`src/rtl/bus0_slv_decoder.sv`:
```
// bus0 slave decoder: routes a single outstanding AR/AW request to one of seven
// slaves by address, and terminates unmapped requests locally with DECERR.
//
// Handshake rule for every channel: a transfer happens on a rising edge where
// valid and ready are both high; a producer holds valid and its payload
// stable until that edge, and ready never waits on valid.
module bus0_slv_decoder #(
    parameter int abits = 48
) (
    input  logic             i_clk,
    input  logic             i_rst,
    input  logic             i_req_valid,
    output logic             o_req_ready,
    input  logic [abits-1:0] i_req_addr,
    input  logic             i_req_write,
    input  logic [7:0]       i_req_len,
    output logic             o_sel_valid,
    input  logic             i_sel_ready,
    output logic [2:0]       o_sel_idx,
    output logic [abits-1:0] o_sel_addr,
    output logic             o_sel_write,
    output logic [7:0]       o_sel_len,
    input  logic             i_w_valid,
    input  logic             i_w_last,
    output logic             o_w_ready,
    output logic             o_b_valid,
    output logic [1:0]       o_b_resp,
    input  logic             i_b_ready,
    output logic             o_r_valid,
    output logic [1:0]       o_r_resp,
    output logic             o_r_last,
    output logic [63:0]      o_r_data,
    input  logic             i_r_ready
);

    typedef enum logic [2:0] {
        S_IDLE  = 3'd0,
        S_ROUTE = 3'd1,
        S_ERR_W = 3'd2,
        S_ERR_B = 3'd3,
        S_ERR_R = 3'd4
    } state_t;

    localparam logic [1:0] RESP_DECERR = 2'b11;

    // Map order is the slave vector order: bootrom, clint, sram, plic, pbridge, ddr, new.
    localparam logic [63:0] MAP_BASE [0:6] = '{
        64'h0000_0000_0001_0000, 64'h0000_0000_0200_0000, 64'h0000_0000_0800_0000,
        64'h0000_0000_0C00_0000, 64'h0000_0000_1000_0000, 64'h0000_0000_8000_0000,
        64'h0000_0001_0000_0000
    };
    localparam logic [63:0] MAP_END [0:6] = '{
        64'h0000_0000_0002_0000, 64'h0000_0000_0201_0000, 64'h0000_0000_0820_0000,
        64'h0000_0000_1000_0000, 64'h0000_0000_1010_0000, 64'h0000_0000_C000_0000,
        64'h0000_0001_1000_0000
    };

    state_t             state_q;
    logic               req_ready_q;
    logic               sel_valid_q;
    logic [2:0]         sel_idx_q;
    logic [abits-1:0]   sel_addr_q;
    logic               sel_write_q;
    logic [7:0]         sel_len_q;
    logic               w_ready_q;
    logic               b_valid_q;
    logic [1:0]         b_resp_q;
    logic               r_valid_q;
    logic [1:0]         r_resp_q;
    logic               r_last_q;
    logic [7:0]         beat_cnt_q;

    logic               hit_d;
    logic [2:0]         hit_idx_d;
    logic [63:0]        base_w;
    logic [63:0]        end_w;

    // Scanning from the top down lets the lowest matching index win.
    always_comb begin
        hit_d     = 1'b0;
        hit_idx_d = 3'd0;
        base_w    = 64'd0;
        end_w     = 64'd0;
        for (int k = 6; k >= 0; k--) begin
            base_w = MAP_BASE[k];
            end_w  = MAP_END[k];
            if ((i_req_addr >= base_w[abits-1:0]) && (i_req_addr < end_w[abits-1:0])) begin
                hit_d     = 1'b1;
                hit_idx_d = 3'(k);
            end
        end
    end

    always_ff @(posedge i_clk) begin
        if (i_rst) begin
            state_q     <= S_IDLE;
            req_ready_q <= 1'b0;
            sel_valid_q <= 1'b0;
            sel_idx_q   <= 3'd0;
            sel_addr_q  <= '0;
            sel_write_q <= 1'b0;
            sel_len_q   <= 8'd0;
            w_ready_q   <= 1'b0;
            b_valid_q   <= 1'b0;
            b_resp_q    <= 2'b00;
            r_valid_q   <= 1'b0;
            r_resp_q    <= 2'b00;
            r_last_q    <= 1'b0;
            beat_cnt_q  <= 8'd0;
        end else begin
            case (state_q)
                S_IDLE: begin
                    req_ready_q <= 1'b1;
                    if (i_req_valid && req_ready_q) begin
                        req_ready_q <= 1'b0;
                        sel_addr_q  <= i_req_addr;
                        sel_write_q <= i_req_write;
                        sel_len_q   <= i_req_len;
                        if (hit_d) begin
                            state_q     <= S_ROUTE;
                            sel_valid_q <= 1'b1;
                            sel_idx_q   <= hit_idx_d;
                        end else if (i_req_write) begin
                            state_q   <= S_ERR_W;
                            w_ready_q <= 1'b1;
                        end else begin
                            state_q    <= S_ERR_R;
                            r_valid_q  <= 1'b1;
                            r_resp_q   <= RESP_DECERR;
                            r_last_q   <= (i_req_len == 8'd0);
                            beat_cnt_q <= i_req_len;
                        end
                    end
                end
                S_ROUTE: begin
                    if (i_sel_ready) begin
                        state_q     <= S_IDLE;
                        sel_valid_q <= 1'b0;
                        req_ready_q <= 1'b1;
                    end
                end
                S_ERR_W: begin
                    // The burst ends on the master's last flag, whatever len claimed.
                    if (i_w_valid && i_w_last) begin
                        state_q   <= S_ERR_B;
                        w_ready_q <= 1'b0;
                        b_valid_q <= 1'b1;
                        b_resp_q  <= RESP_DECERR;
                    end
                end
                S_ERR_B: begin
                    if (i_b_ready) begin
                        state_q     <= S_IDLE;
                        b_valid_q   <= 1'b0;
                        b_resp_q    <= 2'b00;
                        req_ready_q <= 1'b1;
                    end
                end
                S_ERR_R: begin
                    if (i_r_ready) begin
                        if (r_last_q) begin
                            state_q     <= S_IDLE;
                            r_valid_q   <= 1'b0;
                            r_resp_q    <= 2'b00;
                            r_last_q    <= 1'b0;
                            req_ready_q <= 1'b1;
                        end else begin
                            beat_cnt_q <= beat_cnt_q - 8'd1;
                            r_last_q   <= (beat_cnt_q == 8'd1);
                        end
                    end
                end
                default: begin
                    state_q <= S_IDLE;
                end
            endcase
        end
    end

    assign o_req_ready = req_ready_q;
    assign o_sel_valid = sel_valid_q;
    assign o_sel_idx   = sel_idx_q;
    assign o_sel_addr  = sel_addr_q;
    assign o_sel_write = sel_write_q;
    assign o_sel_len   = sel_len_q;
    assign o_w_ready   = w_ready_q;
    assign o_b_valid   = b_valid_q;
    assign o_b_resp    = b_resp_q;
    assign o_r_valid   = r_valid_q;
    assign o_r_resp    = r_resp_q;
    assign o_r_last    = r_last_q;
    assign o_r_data    = 64'd0;

endmodule
```
`config.mk`:
```
export PLATFORM = sky130hd
export DESIGN_NAME = bus0_slv_decoder
export DESIGN_NICKNAME = d
export VERILOG_FILES = /design/src/rtl/bus0_slv_decoder.sv
export SDC_FILE = /design/constraint.sdc
export NUM_CORES = 1
export LEC_CHECK = 0
export CORE_MARGIN = 5
export CORE_UTILIZATION = 43
export CTS_CLUSTER_SIZE = 30
export DETAILED_ROUTE_END_ITERATION = 6
export PLACE_DENSITY = 0.9
export SYNTH_ARGS = -nofsm -noshare
export SYNTH_HDL_FRONTEND = slang
export SYNTH_SLANG_ARGS = --single-unit
```
`constraint.sdc`:
```
create_clock -name i_clk -period 4.5 [get_ports i_clk]
set_input_delay 1.35 -clock i_clk [delete_from_list [all_inputs] [get_ports i_clk]]
set_output_delay 1.35 -clock i_clk [all_outputs]
set_load 0.02 [all_outputs]
```
==> results.md <==
- Status: finished clean
- Worst EP required: 4710 ps
- Fin crit share: 84.1%
- Dominant synthesized flop cell: dfxtp_1
- First-pass GRT wire length: 16.9 mm
- Rows: 34
- Residual DRC: 0
- Max-cap violations: 0
- Clock sinks: 77
- Vias in the first global route: 3501
- Worst r2r src: state_q[2]
- Syn_area_per_cell: 7.76 um2
- Hold_ws: 455 ps
- FF-to-FF setup slack: 2290 ps
- Initial drt markers: 178
- Hold Path Sink: o_sel_addr[37]
- CTS max path bufs: 2
- CP Launch Point: i_req_addr[35]
- DR pass1 iterations: 5
- Rel. slew slack: 56.5%
- R2R cell count: 5
- Final setup violation count: 0
- Warnings, synthesis: 0
- PD cells: 332 mW/mm2
- DR vias/cell: 5.11
- Clk root buf: clkbuf_8
- H-tree levels: 3
- Clk_lat worst skew: 350 ps
- Post-CTS resize count: 0
- Leak Pwr: 1.91 nW
- Syn Inst Count: 500
- GRT Total Usage: 18.4%
- Area Growth Syn to Fin: 34.2%
- CP Launch Type: input port
- Share of layout cells above drive strength 1: 5.63%
- Crit. End Element: flop
- Final global-route overflow total: 0
- Synth top area cells: dfxtp_1, buf_4, nand2_1
- Maximum vdd ir drop: 0.189 mV
- Critical path arrival: 3990 ps
- Clock buffer count from CTS: 9
- Max frequency: 0.264 GHz
- GPL Wtd Cong: 0.791
- Initial Utilization: 44.3%
- Final WL: 11.0 mm
- CP max FO: 9
- Post-layout minimum cycle time: 3780 ps
- Asr flop ratio synth: 0%
- Sequential share of the synthesized area: 39.7%
- Final nets: 684
- Final Hold Vio Count: 0
- Biggest area consumer among synthesized cells: dfxtp_1
- Post-CTS Setup Bufs: 0
- Via count: 3728
- Die ar.: 0.0110 mm2
- Overall power: 1.73 mW
- Max Clock Skew: 8.15 ps
- Slew Limit Fails: 0
- Sum of negative setup slack: 0 ps
- Distinct cells, synth: 54
- Setup Crit Path Kind: in -> reg
- Fillers: 798
- Cell depth of the worst hold path: 2
- Synthesis-stage register bit count: 77
- Netlist Area Pre-Place: 0.00388 mm2
- I/O pin count: 199
- Detailed Place HPWL: 8.26 mm
- Hold path start: o_sel_addr[37]
- Hold crit path type: reg -> reg
- Clock Pin Slew Worst Setup and Hold Paths: 80 ps
- Slew @ Worst Pin: 652 ps
- PortBufs: 134
- CTS Hold Bufs: 0
- Number of synthesized flops with an enable pin: 0
- Die X: 105 um
- Unrepaired setup endpoints after global routing: false
- ANT cells: 0
- CTS tree: done
- Top cell type's share of synthesized area: 39.7%
- Initial antenna violation count: 0
- R2r endpoint: o_sel_idx[1]
- Die H: 105 um
- CORE AREA: 0.00876 mm2
- Routed len/inst: 15.0 um
- Non-filler instance count after layout: 730
- Antenna-violating nets left: 0
- Inst Count DP: 714
- Largest net degree at the start of global routing: 60
- Finished Core Util: 59.4%
[Yosys cell counts, drive strengths merged, types with 2 or more instances]
master and instances:
a21bo 2, nand2 125, a211oi 3, or4b 2, or3 2, or3b 2
nor2b 2, clkbuf 24, dfxtp 77, nand3 7, a21oi 72, a31oi 6
o21ai 11, nand4 5, o41ai 2, and3 3, nor2 17, nor3 16
inv 6, nor3b 2, nor4 7, ha 2, buf 71, o2111ai 2
or4 6, o211ai 2, a22oi 2, nand2b 5
[flip-flops by register name (all words and copies together), names as in the netlist]
signal and cells:
o_sel_valid 1, o_r_resp 1, o_r_last 1, o_sel_len 8, state_q 3, o_b_resp 1
o_sel_addr 48, beat_cnt_q 8, o_w_ready 1, o_req_ready 1, o_sel_write 1, o_sel_idx 3
[how the worst max path moves through the flow]
| stage | endpoint | depth (start not counted) |
|---|---|---|
| finish | beat_cnt_q[2] | 7 |
| global route | beat_cnt_q[2] | 7 |
| CTS | beat_cnt_q[2] | 7 |
| global placement | beat_cnt_q[7] | 7 |
| floorplan | beat_cnt_q[7] | 8 |
| detailed placement | beat_cnt_q[2] | 7 |
[cell usage in the layout, fill, tap and decap left out, types with 2 or more instances in the layout]
master / count
nor3b_1: 2
nor3_1: 16
clkinvlp_4: 2
ha_1: 2
and3_1: 3
buf_4: 4
clkbuf_8: 10
o2111ai_1: 2
conb_1: 64
a22oi_1: 2
nor2_1: 17
a21oi_1: 72
nand2_1: 125
or3_1: 2
inv_1: 6
nor2b_1: 2
nand3_1: 7
nand4_1: 5
or3b_2: 2
nor4_1: 5
clkinv_4: 2
o21ai_1: 2
dfxtp_1: 77
a21bo_2: 2
a211oi_1: 3
a31oi_1: 5
o21ai_0: 8
o211ai_1: 2
nand2b_1: 5
or4_1: 4
clkdlybuf4s50_1: 133
[per-stage QoR]
stage	setup WS [ps]	area (um2)
3_5_place_dp	386	5000
4_1_cts	749	5210
5_1_grt	576	5210
6_report	715	5210
3_3_place_gp	430	5000
2_1_floorplan	987	4120
[kinds of logic after synthesis]
family,Yosys count,share of synthesized area (%)
AND/OR/NAND/NOR,207,24.9
AO/OA/AOI/OAI,110,17.4
buffers and inverters,101,16.7
flip-flops,77,39.7
adder cells (fa/ha/maj),2,0.645
other,1,0.0967
XOR/XNOR,1,0.226
multiplexers,1,0.258
[report_power, final]
part / internal [mW] / switching (mW)
Clock: 0.275 / 0.266
Combinational: 0.175 / 0.255
Sequential: 0.727 / 0.0329
Total: 1.18 / 0.554
[critical path, stage by stage]
cell	delay (ps)
clkdlybuf4s50_1	420
or4_1	640
nor4_4	350
or4b_1	630
and4_4	300
o21ai_0	200
a21oi_1	90
[routing by layer]
layer / global-route usage [%] / wire length [um] / vias to the layer above
met2: 31.6 / 5380 / 173
met4: 7.03 / 218 / 0
met1: 22.4 / 4460 / 1725
met5: 0 / 0 / -
li1: - / - / 1811
met3: 4.19 / 899 / 19
[final cells by class]
class	count	area, um2	area share (%)
Multi-Input combinational cell	385	1930	37.1
Sequential cell	77	1540	29.6
Timing Repair Buffer	138	1370	26.2
Clock buffer	10	138	2.64
Tap cell	108	135	2.59
Clock inverter	6	71.3	1.37
Inverter	6	22.5	0.432
Power figures use the tool's default switching activity.
